--- src/rtl/fpu_operand_unpack.sv ---
// FP32 add/sub operand front end: splits and classifies two operands, applies the
// effective sign of B, and registers the pair through an output register plus skid buffer.
module fpu_operand_unpack #(
  parameter int FTZ   = 1,
  parameter int TAG_W = 3,
  parameter int CNT_W = 16
) (
  input  logic             clk,
  input  logic             rst,
  input  logic             in_valid,
  output logic             in_ready,
  input  logic [31:0]      a,
  input  logic [31:0]      b,
  input  logic             sub,
  input  logic [TAG_W-1:0] in_tag,
  output logic             out_valid,
  input  logic             out_ready,
  output logic             sign_a,
  output logic             sign_b_eff,
  output logic [7:0]       exp_a,
  output logic [7:0]       exp_b,
  output logic [22:0]      frac_a,
  output logic [22:0]      frac_b,
  output logic [23:0]      mant_a,
  output logic [23:0]      mant_b,
  output logic             is_zero_a,
  output logic             is_zero_b,
  output logic             is_inf_a,
  output logic             is_inf_b,
  output logic             is_nan_a,
  output logic             is_nan_b,
  output logic             is_denorm_a,
  output logic             is_denorm_b,
  output logic [TAG_W-1:0] out_tag,
  input  logic             clr_stats,
  output logic [CNT_W-1:0] nan_count
);

  // Per-operand record: {sign, exp[7:0], frac[22:0], zero, inf, nan, denorm}
  localparam int OPW = 36;
  localparam int RW  = 2 * OPW + TAG_W;

  function automatic logic [OPW-1:0] unpack_op(input logic [31:0] x, input logic neg);
    logic [7:0]  e;
    logic [22:0] f;
    logic        den;
    logic        flush;
    logic        zero;
    logic        inf;
    logic        nan;
    e     = x[30:23];
    f     = x[22:0];
    den   = (e == 8'h00) && (f != 23'd0);
    flush = (FTZ != 0) && den;
    zero  = (e == 8'h00) && ((f == 23'd0) || flush);
    inf   = (e == 8'hFF) && (f == 23'd0);
    nan   = (e == 8'hFF) && (f != 23'd0);
    return {x[31] ^ neg, e, flush ? 23'd0 : f, zero, inf, nan, den};
  endfunction

  function automatic logic [CNT_W-1:0] sat_add(input logic [CNT_W-1:0] c, input logic [1:0] inc);
    logic [CNT_W:0] s;
    s = {1'b0, c} + {{(CNT_W-1){1'b0}}, inc};
    return s[CNT_W] ? {CNT_W{1'b1}} : s[CNT_W-1:0];
  endfunction

  logic [OPW-1:0]   ua, ub;
  logic [RW-1:0]    in_rec;
  logic             acc, xfer;
  logic [1:0]       nan_inc;

  logic             or_vld_q, or_vld_d;
  logic             sk_vld_q, sk_vld_d;
  logic [RW-1:0]    or_q, or_d;
  logic [RW-1:0]    sk_q, sk_d;
  logic [CNT_W-1:0] cnt_q, cnt_d;

  assign ua      = unpack_op(a, 1'b0);
  assign ub      = unpack_op(b, sub);
  assign in_rec  = {ua, ub, in_tag};
  assign in_ready = ~sk_vld_q;
  assign acc     = in_valid & ~sk_vld_q;
  assign xfer    = or_vld_q & out_ready;
  assign nan_inc = acc ? ({1'b0, ua[1]} + {1'b0, ub[1]}) : 2'd0;

  // Next-state: skid drains into OR first; a new pair lands in OR when it frees up, else in SK
  always_comb begin
    or_vld_d = or_vld_q;
    sk_vld_d = sk_vld_q;
    or_d     = or_q;
    sk_d     = sk_q;
    if (sk_vld_q) begin
      if (xfer) begin
        or_d     = sk_q;
        sk_vld_d = 1'b0;
      end
    end else if (acc) begin
      if (!or_vld_q || xfer) begin
        or_d     = in_rec;
        or_vld_d = 1'b1;
      end else begin
        sk_d     = in_rec;
        sk_vld_d = 1'b1;
      end
    end else if (xfer) begin
      or_vld_d = 1'b0;
    end
  end

  always_comb begin
    cnt_d = cnt_q;
    if (clr_stats) begin
      cnt_d = '0;
    end else if (nan_inc != 2'd0) begin
      cnt_d = sat_add(cnt_q, nan_inc);
    end
  end

  always_ff @(posedge clk or posedge rst) begin
    if (rst) begin
      or_vld_q <= 1'b0;
      sk_vld_q <= 1'b0;
      or_q     <= '0;
      sk_q     <= '0;
      cnt_q    <= '0;
    end else begin
      or_vld_q <= or_vld_d;
      sk_vld_q <= sk_vld_d;
      or_q     <= or_d;
      sk_q     <= sk_d;
      cnt_q    <= cnt_d;
    end
  end

  // Output decode from the output register
  assign out_valid   = or_vld_q;
  assign nan_count   = cnt_q;
  assign out_tag     = or_q[TAG_W-1:0];

  assign sign_a      = or_q[RW-1];
  assign exp_a       = or_q[RW-2 -: 8];
  assign frac_a      = or_q[RW-10 -: 23];
  assign is_zero_a   = or_q[TAG_W+OPW+3];
  assign is_inf_a    = or_q[TAG_W+OPW+2];
  assign is_nan_a    = or_q[TAG_W+OPW+1];
  assign is_denorm_a = or_q[TAG_W+OPW];

  assign sign_b_eff  = or_q[TAG_W+OPW-1];
  assign exp_b       = or_q[TAG_W+OPW-2 -: 8];
  assign frac_b      = or_q[TAG_W+OPW-10 -: 23];
  assign is_zero_b   = or_q[TAG_W+3];
  assign is_inf_b    = or_q[TAG_W+2];
  assign is_nan_b    = or_q[TAG_W+1];
  assign is_denorm_b = or_q[TAG_W];

  assign mant_a      = {exp_a != 8'h00, frac_a};
  assign mant_b      = {exp_b != 8'h00, frac_b};

endmodule

--- config.mk ---
export PLATFORM = sky130hd
export DESIGN_NAME = fpu_operand_unpack
export DESIGN_NICKNAME = d
export VERILOG_FILES = /design/src/rtl/fpu_operand_unpack.sv
export SDC_FILE = /design/constraint.sdc
export NUM_CORES = 1
export LEC_CHECK = 0
export ABC_AREA = 1
export CAP_MARGIN = 20
export CORE_ASPECT_RATIO = 1.1
export CORE_MARGIN = 1
export CORE_UTILIZATION = 28
export CTS_BUF_LIST = sky130_fd_sc_hd__clkbuf_8
export CTS_CLUSTER_DIAMETER = 100
export DETAILED_ROUTE_END_ITERATION = 16
export PLACE_DENSITY = 0.6
export SYNTH_ARGS = -nofsm -noshare
export SYNTH_HDL_FRONTEND = slang
export SYNTH_SLANG_ARGS = --single-unit
--- constraint.sdc ---
create_clock -name clk -period 7.92 [get_ports clk]
set_input_delay 1.188 -clock clk [delete_from_list [all_inputs] [get_ports clk]]
set_output_delay 1.188 -clock clk [all_outputs]
set_load 0.005 [all_outputs]
==> impl_metrics.csv, run 1 <==
group,metric,value,unit
timing,setup_viol,0,
placed_design,placed_area,10400,sq um
floorplanning,die_h,183,um
worst_setup_path,cp_cell_sequence,"clkdlybuf4s50_1 > nor2_1 > nand2_1 > nor2_1 > nand3_1 > nand2_1 > inv_1 > ha_1 > inv_1 > nor2_1 > ha_1 > inv_1 > fa_1 > inv_1 > nand2_1 > nor3_4 > nand4_4 > inv_1 > o21ai_0 > nand2_1",
timing,layout_setup_ws,3680,ps
worst_setup_path,worst-r2r-cell-count,14,
worst_setup_path,crit_type,"in2reg",
timing,hold_violations,0,
worst_setup_path,start_kind,"input pin",
drt,vias,7334,
finish,nFillCells,3046,
drt,avgRoutedWirePerCell,13.6,um
timing,rsz0062_at_grt,"no",
clock_network,cts_buffers,17,
finish,final_nets,1323,
clock_network,cts_resized,0,
global_route,track_usage,15.0,%
synthesis,netlist_area,8370,sq um
clock_network,cts_tree,"built",
power,power_density,339,nW/um^2
timing,period_minus_slack,4240,ps
global_route,antenna_found_initial,0,
clock_network,cts_sinks,168,
placed_design,place_ws,3120,ps
global_route,grt_max_degree,104,
placed_design,place_hpwl,14600,um
finish,antenna_cells,0,
placed_design,io_buffer_count,213,
timing,skew,14.3,ps
placed_design,gp_congestion,0.797,
floorplanning,ios,214,
job,maxCapViolCount,0,
worst_setup_path,slowest_stage,"clkdlybuf4s50_1",
floorplanning,fp.coreArea,29500,sq um
global_route,grt_overflow_total,0,
outcome,status,"finished clean",
synthesis,avgSynthCellArea,7.55,sq um
synthesis,netlist_instances,1108,
drt,drtAntennaViolNets,0,
global_route,grt_pass1_vias,7056,
finish,drive_gt1_share,4.77,%
floorplanning,rows,66,
clock_network,clkTransAtPathRegs,110,ps
worst_setup_path,crit_path_max_incr_delay,430,ps
timing,slew_viol_final,0,
power,ir_worst_vdd,133,uV
clock_network,clock_path_buffers,2,
synthesis,synthDistinctLibCells,33,
synthesis,ys_warn_count,0,
worst_setup_path,path_common_cell,"inv_1",
floorplanning,initial_utilization,28.4,%
finish,syn2layout_area_growth,29.6,%
finish,final_area,10800,sq um
synthesis,synth-seq-area-share,50.3,%
clock_network,cts_hold_buf,0,
power,p_leak,5.25,nW
synthesis,syn_nets,1185,
timing,achievable-frequency,0.236,GHz
worst_setup_path,critPathMaxFanout,12,
drt,wl,22300,um
timing,relSlewSlack,38.9,%
floorplanning,dieArea,30600,sq um
drt,drc,0,
timing,finalCritPeriodShare,53.6,%
global_route,grt_pass1_wl,36500,um
worst_setup_path,cp_data_arrival_time,4660,ps
min_path,whs_path_depth,2,
worst_setup_path,worst-r2r-setup-slack,4710,ps
drt,firstDrtPassIters,5,
synthesis,ys_ff_latch,168,
clock_network,post-cts-setup-buffer-count,0,
clock_network,ctsRootBufferMaster,"clkbuf_8",
clock_network,htreeDepth,4,
clock_network,clk_latency,470,ps
worst_setup_path,cp.required,8340,ps
worst_setup_path,end_kind,"flip-flop",
drt,via_per_inst,4.49,
timing,finalSetupTns,0,ps
drt,drtIter0Drc,391,
min_path,hold_class,"reg2reg",
timing,worstMarginPinSlew,916,ps
floorplanning,die_w,167,um
[stage by stage]
step	cells	utilization (%)	hold WS, ps	power, mW
2_1_floorplan	1108	-	442	2.35
3_3_place_gp	1600	35.3	454	3.02
3_5_place_dp	1600	35.3	458	3.06
4_1_cts	1632	36.7	481	3.73
5_1_grt	1633	36.8	503	3.99
6_report	1633	36.8	481	3.67
[report_power, final]
group	internal, mW	switching, mW	total, mW
Combinational	0.825	0.751	1.58
Sequential	1.22	0.233	1.45
Clock	0.288	0.361	0.649
[path summary, 6_finish.rpt]
| kind | end | startpoint |
|---|---|---|
| worst min register to register | sk_q[0] | sk_q[0] |
| worst max-delay path | nan_count[1] | b[4] |
| worst max register to register | nan_count[1] | sk_vld_q |
| worst min-delay path | sk_q[0] | sk_q[0] |
| max in group asynchronous | sk_q[19] | rst |
| min in group asynchronous | sk_q[61] | rst |
[worst max-delay path: cells and delay by family]
kind | cells | cell delay [ps]
buffers and inverters | 6 | 870
and+or+nand+nor | 10 | 1660
AOI/OAI and AO/OA | 1 | 100
adders and majority gates | 3 | 850
[cell usage in the layout (no fill, tap or decap), types with 9 or more instances in the layout]
cell type / instances
nand2_1: 443
clkdlybuf4s50_1: 213
dfrtp_1: 168
nor2_1: 161
o21ai_0: 74
inv_1: 45
nand3_1: 27
a31oi_1: 19
clkbuf_8: 17
a21oi_1: 15
nand4_1: 9
[sequential cells by signal (all words and copies together), names as in the netlist]
signal	cells
sk_vld_q	1
out_valid	1
or_q	75
nan_count	16
sk_q	75
[Yosys cell counts]
| cell type | count | area [sq um] |
|---|---|---|
| a31oi_1 | 19 | 119 |
| nor2_2 | 3 | 18.8 |
| nand3_1 | 27 | 135 |
| o211ai_1 | 3 | 22.5 |
| nand2_1 | 444 | 1670 |
| buf_1 | 2 | 7.51 |
| o21bai_1 | 1 | 7.51 |
| inv_1 | 46 | 173 |
| o21a_1 | 1 | 7.51 |
| dfrtp_1 | 168 | 4200 |
| xnor2_1 | 1 | 8.76 |
| fa_1 | 1 | 20.0 |
| a21oi_1 | 15 | 75.1 |
| nor2_4 | 1 | 11.3 |
| a21oi_2 | 1 | 8.76 |
| xor2_1 | 2 | 17.5 |
| nand4_1 | 9 | 56.3 |
| nor3_1 | 2 | 10.0 |
| ha_1 | 3 | 37.5 |
| o21ai_2 | 6 | 52.6 |
| o21ai_0 | 74 | 370 |
| nand2_2 | 3 | 18.8 |
| buf_6 | 1 | 11.3 |
| nor4_1 | 4 | 25.0 |
| clkbuf_1 | 22 | 82.6 |
| nor3_4 | 1 | 16.3 |
| nand4_4 | 1 | 21.3 |
| o21ai_1 | 6 | 30.0 |
| buf_2 | 23 | 115 |
| or2_1 | 1 | 6.26 |
| nor2_1 | 161 | 604 |
| buf_4 | 52 | 390 |
| inv_2 | 4 | 15.0 |
[layout make-up]
class	instances	area (sq um)	share of cell area [%]
Clock buffer	17	234	2.16
Clock inverter	15	166	1.53
Inverter	50	198	1.82
Multi-Input combinational cell	790	3370	31.1
Sequential cell	168	4200	38.8
Tap cell	374	468	4.32
Timing Repair Buffer	219	2200	20.3
[layer usage]
layer  global-route usage, %  vias to the layer above  share of wire [%]
met5                       0                        -                  0
met2                    25.9                      168                 48
li1                        -                     3700                  -
met4                    4.19                        0                1.1
met3                    3.56                       14                4.6
met1                    18.7                     3452                 46
[kinds of logic after synthesis]
kind of cell,share of synthesized area (%)
AOI/OAI and AO/OA,8.29
xor gates and xnor gates,0.314
adders and majority gates,0.688
buffers and inverters,9.50
DFF,50.3
and+or+nand+nor,31.0
Note: power is estimated with default switching activity, not from simulation.
==> run 2, diff against run 1 <==
--- a/config.mk
+++ b/config.mk
@@ -13,7 +13,7 @@
 export CTS_BUF_LIST = sky130_fd_sc_hd__clkbuf_8
 export CTS_CLUSTER_DIAMETER = 100
 export DETAILED_ROUTE_END_ITERATION = 16
-export PLACE_DENSITY = 0.6
+export PLACE_DENSITY = 0.61
 export SYNTH_ARGS = -nofsm -noshare
 export SYNTH_HDL_FRONTEND = slang
 export SYNTH_SLANG_ARGS = --single-unit
==> constraint.sdc (replaced) <==
create_clock -name clk -period 3.5 [get_ports clk]
set_input_delay 0.525 -clock clk [delete_from_list [all_inputs] [get_ports clk]]
set_output_delay 0.525 -clock clk [all_outputs]
set_load 0.005 [all_outputs]
==> impl_metrics.csv, run 2 (synthesized netlist as in run 1, its figures left out) <==
group,metric,value,unit
outcome,status,"finished clean",
worst_setup_path,worst-r2r-setup-slack,1160,ps
global_route,track_usage,15.4,%
floorplanning,die_w,167,um
worst_setup_path,cp_cell_sequence,"clkdlybuf4s50_1 > nor2_1 > nand2_1 > nor2_1 > buf_4 > nand3_4 > nand2_2 > inv_1 > ha_1 > inv_1 > nor2_2 > ha_2 > inv_1 > fa_1 > inv_1 > nand2_2 > nor3_4 > buf_12 > nand3_1 > o211ai_1 > nand2_1",
floorplanning,ios,214,
power,ir_worst_vdd,343,uV
global_route,grt_overflow_total,0,
placed_design,io_buffer_count,213,
worst_setup_path,slowest_stage,"clkdlybuf4s50_1",
clock_network,cts_hold_buf,0,
finish,layout_commonest_cell,"nand2_1",
worst_setup_path,cp_data_arrival_time,3620,ps
worst_setup_path,crit_buf_inv,7,
timing,setup_viol,0,
worst_setup_path,critPathMaxFanout,9,
placed_design,place_hpwl,15300,um
drt,drtAntennaViolNets,0,
timing,relSlewSlack,45.2,%
job,maxCapViolCount,0,
clock_network,cts_tree,"built",
drt,drc,0,
floorplanning,rows,66,
power,power_density,732,nW/um^2
finish,regArea,4200,sq um
worst_setup_path,cp_top_family,"simple AND/OR/NAND/NOR gates",
worst_setup_path,crit_path_max_incr_delay,440,ps
finish,multiInputGateArea,3430,sq um
clock_network,clk_latency,470,ps
timing,worstMarginPinSlew,822,ps
min_path,hold_class,"in2reg",
worst_setup_path,end_kind,"flip-flop",
power,power.total,8.31,mW
timing,period_minus_slack,3270,ps
drt,firstDrtPassIters,5,
global_route,antenna_found_initial,0,
clock_network,clkTransAtPathRegs,100,ps
finish,layout_common_cells,"441 x nand2_1, 211 x clkdlybuf4s50_1, 168 x dfrtp_1",
finish,nFillCells,2997,
clock_network,cts_sinks,168,
finish,antenna_cells,0,
clock_network,htreeDepth,4,
timing,skew,15.3,ps
worst_setup_path,crit_type,"in2reg",
floorplanning,die_h,183,um
global_route,grt_pass1_vias,7303,
floorplanning,dieArea,30600,sq um
drt,wl,22800,um
timing,hold_violations,0,
global_route,grt_pass1_wl,37500,um
worst_setup_path,cp.required,3860,ps
timing,achievable-frequency,0.306,GHz
drt,via_per_inst,4.49,
power,p_leak,5.57,nW
finish,syn2layout_area_growth,35.7,%
floorplanning,initial_utilization,28.4,%
worst_setup_path,start_kind,"input pin",
worst_setup_path,path_common_cell,"inv_1",
placed_design,gp_congestion,0.798,
finish,fin_cells,1692,
timing,fin_hold_ws,412,ps
clock_network,ctsRootBufferMaster,"clkbuf_8",
finish,drive_gt1_share,9.64,%
global_route,grt_max_degree,104,
clock_network,cts_buffers,17,
timing,finalCritPeriodShare,93.3,%
drt,drtIter0Drc,392,
floorplanning,fp.coreArea,29500,sq um
placed_design,placed_cells,1659,
drt,vias,7600,
finish,final_nets,1382,
drt,avgRoutedWirePerCell,13.5,um
timing,slew_viol_final,0,
clock_network,clock_path_buffers,2,
run 2: cell count changes in the layout (fill, tap and decap cells not counted), moves of 2 or more:
cell	previous run	this run
dlymetal6s2s_1	0	2
bufinv_16	2	0
inv_8	1	5
buf_12	0	5
clkdlybuf4s50_1	213	211
nand2_1	443	441
nor2_2	3	5
nor2_1	161	158
nand2_2	3	5
buf_4	5	59
run 2: final timing paths:
kind,startpoint,endpoint,cells after the start
min in group asynchronous,rst,or_q[62],3
max in group asynchronous,rst,or_q[66],3
hold reg to reg,sk_q[74],sk_q[74],2
setup reg to reg,sk_vld_q,nan_count[8],13
setup / recovery,b[18],nan_count[8],21
hold / removal,b[20],sk_q[27],3
run 2: timing repair:
action,in CTS,in global routing
cloned,1,0
buffers inserted,0,0
endpoints found under the setup margin,15,16
pin swaps,0,3
gates resized for setup,3,10
run 2: stage by stage:
step	worst slack (ps)	TNS [ps]	instance area, sq um	utilization (%)
floorplan	533	0	8370	-
global placement	-549	-8050	10900	37.0
detailed placement	-647	-9180	10900	37.0
CTS	23.6	0	11300	38.4
global route	-14.5	-20.0	11400	38.5
finish	234	0	11400	38.5
run 2: power by group:
group          internal, mW  switching, mW
Clock                 0.547          0.845
Combinational          1.91           1.72
Sequential             2.75          0.533
run 2: layer usage:
metal / track usage (%) / vias up / routed length, um
met2: 26.5 / 179 / 11000
met4: 4.63 / 0 / 295
met5: 0 / - / 0
met3: 3.54 / 17 / 1110
li1: - / 3829 / -
met1: 19.3 / 3575 / 10400
run 2: worst reg2reg max path, cell delays in order (launching register included):
cell      delay [ps]
dfrtp_1          420
inv_4             60
nand2_2           80
nor2_2           140
ha_2             200
inv_1             50
fa_1             370
inv_1            110
nand2_2           80
nor3_4           200
buf_12           150
nand3_1          110
o211ai_1         190
nand2_1           80
run 2: final cells by class:
type / count / area share [%]
sequential: 168 / 37.0
multi-input combinational: 791 / 30.2
timing repair buffer: 277 / 23.6
tap: 374 / 4.12
clock buffer: 18 / 2.18
inverter: 50 / 1.73
clock inverter: 14 / 1.15
==> run 3, diff against run 2 <==
--- a/config.mk
+++ b/config.mk
@@ -13,7 +13,9 @@
 export CTS_BUF_LIST = sky130_fd_sc_hd__clkbuf_8
 export CTS_CLUSTER_DIAMETER = 100
 export DETAILED_ROUTE_END_ITERATION = 16
-export PLACE_DENSITY = 0.61
+export MAX_ROUTING_LAYER = met4
+export PLACE_DENSITY = 0.6
+export REMOVE_ABC_BUFFERS = 1
 export SYNTH_ARGS = -nofsm -noshare
 export SYNTH_HDL_FRONTEND = slang
 export SYNTH_SLANG_ARGS = --single-unit
==> constraint.sdc (replaced) <==
create_clock -name clk -period 4.05 [get_ports clk]
set_input_delay 0.6075 -clock clk [delete_from_list [all_inputs] [get_ports clk]]
set_output_delay 0.6075 -clock clk [all_outputs]
set_load 0.005 [all_outputs]
==> impl_metrics.csv, run 3 (synthesized netlist as in run 1, its figures left out) <==
group,metric,value,unit
outcome,status,"finished clean",
drt,drt-met1-wl,10300,um
placed_design,io_buffer_count,213,
finish,final_nets,1332,
drt,drtIter0Drc,365,
drt,vias,7293,
worst_setup_path,cp.required,4460,ps
global_route,grt_max_degree,93,
worst_setup_path,cp_data_arrival_time,3950,ps
drt,top_layer,"met4",
drt,firstDrtPassIters,4,
drt,avgRoutedWirePerCell,13.7,um
timing,period_minus_slack,3540,ps
placed_design,placed_cells,1610,
power,p_leak,5.32,nW
clock_network,clkTransAtPathRegs,100,ps
worst_setup_path,crit_type,"in2reg",
clock_network,cts_tree,"built",
clock_network,post-cts-setup-buffer-count,0,
job,maxCapViolCount,0,
global_route,grt_overflow_total,0,
drt,via_per_inst,4.44,
clock_network,clk_latency,470,ps
finish,layout_common_cells,"443 x nand2_1, 213 x clkdlybuf4s50_1, 168 x dfrtp_1",
floorplanning,initial_utilization,28.4,%
placed_design,place_hpwl,15200,um
floorplanning,die_w,167,um
drt,drtAntennaViolNets,0,
power,power_density,665,nW/um^2
finish,final_area,11000,sq um
clock_network,cts_buffers,17,
clock_network,cts_hold_buf,0,
timing,skew,16.3,ps
timing,layout_setup_ws,510,ps
placed_design,gp_congestion,0.842,
power,ir_worst_vdd,272,uV
timing,achievable-frequency,0.283,GHz
timing,finalCritPeriodShare,87.4,%
timing,worstMarginPinSlew,861,ps
finish,fin_cells,1641,
placed_design,placed_area,10500,sq um
clock_network,cts_sinks,168,
drt,wl,22600,um
worst_setup_path,end_kind,"flip-flop",
floorplanning,ios,214,
finish,syn2layout_area_growth,31.1,%
worst_setup_path,critPathMaxFanout,12,
drt,dr_wl_met2,11100,um
finish,nFillCells,3037,
floorplanning,die_h,183,um
finish,antenna_cells,0,
min_path,hold_class,"reg2reg",
timing,relSlewSlack,42.6,%
floorplanning,fp.coreArea,29500,sq um
timing,slew_viol_final,0,
timing,finalSetupTns,0,ps
clock_network,ctsRootBufferMaster,"clkbuf_8",
placed_design,place_ws,-1.20,ps
floorplanning,dieArea,30600,sq um
timing,hold_violations,0,
floorplanning,rows,66,
global_route,antenna_found_initial,0,
worst_setup_path,start_kind,"input pin",
global_route,grt_pass1_vias,7062,
global_route,track_usage,15.6,%
clock_network,htreeDepth,4,
finish,drive_gt1_share,5.37,%
finish,layout_commonest_cell,"nand2_1",
timing,setup_viol,0,
clock_network,clock_path_buffers,2,
global_route,grt_pass1_wl,36700,um
clock_network,cts_resized,0,
timing,rsz0062_at_grt,"no",
drt,drc,0,
drt,routed-wl-met3,861,um
-- run 3: path summary, 6_finish.rpt --
kind	end	cells after the start	start	slack (ps)
worst min-delay path	sk_q[0]	2	sk_q[0]	480
max in group asynchronous	or_q[17]	3	rst	2660
worst max-delay path	nan_count[1]	20	b[18]	510
worst min register to register	sk_q[0]	2	sk_q[0]	480
worst max register to register	nan_count[1]	13	sk_vld_q	1620
min in group asynchronous	or_q[0]	2	rst	630
-- run 3: layer usage --
metal	global-route usage [%]	vias to the layer above
li1	-	3708
met1	18.8	3416
met2	26.5	150
met3	2.72	19
met4	4.74	0
met5	-	-
-- run 3: through the flow --
step                hold WS (ps)  total power [mW]  utilization [%]
CTS                          482              7.41             37.2
global placement             454              5.95             35.7
detailed placement           460              6.01             35.7
global route                 495              7.89             37.2
finish                       480              7.30             37.2
floorplan                    442              4.23                -
-- run 3: layout make-up --
class                      instances  area (sq um)  share of cell area, %
multi-input combinational        790          3370                   30.8
timing repair buffer             228          2280                   20.8
tap                              374           468                   4.27
inverter                          50           198                   1.80
sequential                       168          4200                   38.3
clock inverter                    13           191                   1.75
clock buffer                      18           248                   2.26
-- run 3: power breakdown --
group | total [mW] | switching, mW | internal, mW
Clock | 1.37 | 0.671 | 0.695
Combinational | 3.07 | 1.46 | 1.61
Sequential | 2.86 | 0.480 | 2.38
-- run 3: worst max-delay path: stages --
cell and delay, ps:
clkdlybuf4s50_1 430, nor2_1 120, nand2_1 60, nor2_1 160, nand3_1 230, nand2_1 150, inv_1 80, ha_1 270
inv_1 30, nor2_1 160, ha_1 200, inv_1 50, fa_1 350, inv_1 80, nand2_1 100, nor3_4 240
nand4_4 260, inv_1 180, o21ai_0 90, nand2_1 90
